$ cat config.mk
export PLATFORM = sky130hd
export DESIGN_NAME = comp_serial
export DESIGN_NICKNAME = d
export VERILOG_FILES = /design/src/rtl/comp_serial.sv
export SDC_FILE = /design/constraint.sdc
export NUM_CORES = 1
export LEC_CHECK = 0
export ABC_AREA = 1
export BUFFER_PORTS_ARGS = -buffer_cell sky130_fd_sc_hd__buf_4
export CAP_MARGIN = 10
export CORE_MARGIN = 2
export CORE_UTILIZATION = 58
export CTS_CLUSTER_SIZE = 40
export DETAILED_ROUTE_END_ITERATION = 8
export PLACE_DENSITY = 0.87
export REMOVE_ABC_BUFFERS = 1
export SETUP_SLACK_MARGIN = 0.15
export SLEW_MARGIN = 25
export SYNTH_ARGS = -nofsm -noshare
export SYNTH_HDL_FRONTEND = slang
export SYNTH_SLANG_ARGS = --single-unit
$ cat constraint.sdc
create_clock -name clk -period 3.8 [get_ports clk]
set_input_delay 0.57 -clock clk [delete_from_list [all_inputs] [get_ports clk]]
set_output_delay 0.57 -clock clk [all_outputs]
set_load 0.005 [all_outputs]
$ cat src/rtl/comp_serial.sv
// comp_serial: bit-serial two's-complement converter.
//   Computes pass / negate / absolute value / ones' complement of a signed
//   operand one bit per clock, LSB first, using the "copy up to and including
//   the first 1, then invert" negation rule.
//
// Ports
//   clk   in   clock, rising edge
//   rst   in   synchronous active-high reset
//   start in   begin a conversion (sampled only when idle)
//   mode  in   00 pass, 01 negate, 10 abs, 11 ones' complement
//   a     in   WIDTH-bit signed operand
//   busy  out  conversion in progress (SHIFT or DONE)
//   done  out  one-cycle pulse, o/ovf valid from this cycle
//   o     out  result, held until the next completion
//   ovf   out  result not representable (negating the most negative value)
module comp_serial #(
  parameter int WIDTH = 8
) (
  input  logic             clk,
  input  logic             rst,
  input  logic             start,
  input  logic [1:0]       mode,
  input  logic [WIDTH-1:0] a,
  output logic             busy,
  output logic             done,
  output logic [WIDTH-1:0] o,
  output logic             ovf
);

  localparam int CW = (WIDTH > 1) ? $clog2(WIDTH) : 1;
  localparam logic [WIDTH-1:0] MIN_VAL = {1'b1, {(WIDTH-1){1'b0}}};

  typedef enum logic [1:0] {IDLE, SHIFT, DONE} state_t;

  state_t           state_q;
  logic [WIDTH-1:0] a_q;      // captured operand, shifted right each SHIFT cycle
  logic [WIDTH-2:0] res_q;    // assembled result bits, filled from the top
  logic [WIDTH-1:0] res_d;
  logic [1:0]       mode_q;
  logic             neg_q;    // effective negate, fixed at capture time
  logic             found_q;
  logic             found_d;
  logic             out_bit;
  logic [CW-1:0]    cnt_q;
  logic             busy_q;
  logic             done_q;
  logic [WIDTH-1:0] o_q;
  logic             ovf_q;

  // Per-bit transform of the current LSB of the operand.
  always_comb begin
    out_bit = a_q[0];
    found_d = found_q;
    if (mode_q == 2'b11) begin
      out_bit = ~a_q[0];
    end else if (neg_q) begin
      // Copy until the first 1 has passed, invert everything after it.
      out_bit = a_q[0] ^ found_q;
      found_d = found_q | a_q[0];
    end
    res_d = {out_bit, res_q};
  end

  always_ff @(posedge clk) begin
    if (rst) begin
      state_q <= IDLE;
      a_q     <= '0;
      res_q   <= '0;
      mode_q  <= '0;
      neg_q   <= 1'b0;
      found_q <= 1'b0;
      cnt_q   <= '0;
      busy_q  <= 1'b0;
      done_q  <= 1'b0;
      o_q     <= '0;
      ovf_q   <= 1'b0;
    end else begin
      case (state_q)
        IDLE: begin
          done_q <= 1'b0;
          if (start) begin
            a_q     <= a;
            mode_q  <= mode;
            neg_q   <= (mode == 2'b01) || ((mode == 2'b10) && a[WIDTH-1]);
            res_q   <= '0;
            found_q <= 1'b0;
            cnt_q   <= '0;
            busy_q  <= 1'b1;
            state_q <= SHIFT;
          end
        end
        SHIFT: begin
          a_q     <= a_q >> 1;
          res_q   <= res_d[WIDTH-1:1];
          found_q <= found_d;
          cnt_q   <= cnt_q + 1'b1;
          if (cnt_q == CW'(WIDTH - 1)) begin
            // Outputs are registered, so the DONE-cycle load of o/ovf happens
            // on the edge entering DONE; the full result is res_d here.
            // Negation is a bijection, so the result equals the most negative
            // value only when the operand itself was that value.
            o_q     <= res_d;
            ovf_q   <= neg_q && (res_d == MIN_VAL);
            done_q  <= 1'b1;
            state_q <= DONE;
          end
        end
        DONE: begin
          done_q  <= 1'b0;
          busy_q  <= 1'b0;
          state_q <= IDLE;
        end
        default: begin
          state_q <= IDLE;
          busy_q  <= 1'b0;
          done_q  <= 1'b0;
        end
      endcase
    end
  end

  assign busy = busy_q;
  assign done = done_q;
  assign o    = o_q;
  assign ovf  = ovf_q;

endmodule

==> results.md <==
* Leakage dissipation at 0.7530 nW
* Fin crit share at 0.3828
* Residual DRC at 0
* Final Setup Violations at 0
* Die Ht at 54.18 um
* WHS at 0.4721 ns
* Setup CP Type: flop to flop
* Peak VDD IR at 0.3126 mV
* Post-CTS Resized at 0
* Max Freq at 687.5 MHz
* Worst-margin pin slew at 0.4332 ns
* Post-synthesis sequential area ratio at 0.4799
* Clock buffer depth at 2
* CTS Buf Count at 5
* Number of unique standard cell types used by synthesis at 24
* Port Buffers at 23
* Most common cell after layout, fill and taps aside: dfxtp_1
* Initial Util at 0.6003
* Crit-path cells: ha_1 -> ha_1 -> inv_1 -> nor2_4 -> inv_1 -> nand2_1 -> inv_1 -> nor2_1 -> nor2_1
* First-pass DRT Iterations at 4
* Critical Path Most Common Cell: inv_1
* Overall Global Routing Usage at 0.2316
* Final global-route overflow total at 0
* Clock sinks at 35
* CTS tree: yes
* Detailed Route Iter0 Violations at 18
* Pwr Density at 410.7 nW/um^2
* Via count at 1256
* Post-synth EDFFs at 0
* Buffers & Inverters on Critical Path at 3
* Die Width at 54.18 um
* RSZ-0062 raised after global routing: false
* Htree depth at 2
* Post-synthesis cell area at 1460 sq um
* Layout cell share with drive strength beyond 1 at 0.1905
* Setup WS pre-CTS at 2.286 ns
* Vias per Instance at 5.233
* Slew Viols, Final at 0
* CP Capture Type: flop
* Total Power at 0.6943 mW
* First-pass GRT wire length at 4726 um
* Placed Instances at 232
* WL final at 2792 um
* Hold WC Path Type: input port to flop
* Top cell type's share of synthesized area at 0.4799
* WP data arrival at 1.70 ns
* Clock slew at reported path FFs at 0.10 ns
* # Max-Cap Violations at 0
* Ports at 24
* Synthesis Warnings at 0
* Area post-placement at 1622 sq um
* Setup Fix Bufs, Post-CTS at 0
* Ant. Diodes at 0
* Pin count of the biggest net entering global routing at 27
* WP data required at 4.04 ns
* Post-DP HPWL at 2071 um
* Slew HR at 0.7109
* Synthesis-to-layout area growth at 15.77%
* Wire length per cell at 11.63 um
* Post-route cell area at 1690 sq um
* DRT antenna net count at 0
* Fin cells at 240
* Crit path max-delay cell type: dfxtp_1
* Synth Flop Type: dfxtp_1
* CP Launch Type: flop
* Rows at 18
* Number of global-route vias before repair at 1144
* Syn_area_per_cell at 7.893 sq um
* Fillers at 201
* Status: complete, no violations
* Min setup slack post-route at 2.345 ns
* Crit path max fanout at 7
* Critical Path Max Stage Delay at 0.37 ns
* Largest cells by area after synthesis: dfxtp_1, nand2_1, o21ai_0
* Post-layout nets at 225
* Tmin final at 1.455 ns
* Initial antenna violation count at 0
* Critical path's top delay family: simple AND/OR/NAND/NOR gates
* Core area at 2432 sq um
* Die Area at 2935 sq um
* GP Congestion at 0.8236
* Worst-Skew Late Latency at 0.34 ns
* Fin. Hold Viols at 0
* CTS root buf: clkbuf_4
* FF+latch count, synth at 35
* Cts hold-fix bufs at 0
* Synth area leader: dfxtp_1
* Post-Syn Instances at 185
* Most frequent cells in the layout: dfxtp_1, nand2_1, buf_4
* Final core utilization at 0.6950
* Post-synth ARST share at 0
* Fin Clk Skew at 0.007684 ns
* TNS Setup at 0 ns
-- flip-flops by register name (all words and copies together), names as in the netlist --
name and cells:
found_q 1, res_q 7, state_q 2, a_q 8, cnt_q 3, o 8, done 1, ovf 1
neg_q 1, mode_q 2, busy 1
-- worst paths after layout --
path         cells after the start  slack (ns)      from  endpoint
max                              9        2.35  cnt_q[0]       ovf
min                              2        0.47       rst     neg_q
max reg2reg                      9        2.35  cnt_q[0]       ovf
min reg2reg                      2        0.47    a_q[4]    a_q[4]
-- routing by layer --
| layer | vias up | global-route usage | routed length [um] |
|---|---|---|---|
| met2 | 37 | 0.4137 | 1334 |
| met3 | 4 | 0.08333 | 182 |
| met5 | - | 0 | 0 |
| met1 | 560 | 0.2461 | 1245 |
| li1 | 655 | - | - |
| met4 | 0 | 0.08750 | 29 |
-- cell usage after synthesis, types with 3 or more instances --
| cell type | instances |
|---|---|
| nor2_1 | 18 |
| buf_6 | 3 |
| nand3_1 | 17 |
| ha_1 | 3 |
| dfxtp_1 | 35 |
| inv_2 | 3 |
| o21ai_1 | 4 |
| nand2_1 | 34 |
| a21oi_1 | 11 |
| o21ai_0 | 21 |
| inv_1 | 18 |
| buf_2 | 3 |
-- kinds of logic after synthesis --
logic type	Yosys count	synth area share
fa+ha+maj	3	0.02571
flops	35	0.4799
compound gates	42	0.1568
simple gates	77	0.2442
buf+inv	28	0.09339
-- where the power goes --
part           switching (mW)  total, mW  leakage, nW  internal (mW)
clock network           0.118      0.227       0.0386          0.109
logic                  0.0480     0.0778        0.429         0.0298
registers             0.00808      0.390        0.285          0.382
total                   0.174      0.694        0.753          0.520
-- final cells by class --
| type | count | area [sq um] | area share |
|---|---|---|---|
| clock buffers | 8 | 68.82 | 0.04071 |
| flip-flops and latches | 35 | 700.7 | 0.4145 |
| inverters | 22 | 87.58 | 0.05181 |
| multi-input cells | 122 | 623.1 | 0.3686 |
| repair buffers | 23 | 172.7 | 0.1021 |
| well taps | 30 | 37.54 | 0.02221 |
No activity file was read; power rests on OpenSTA's default activity.
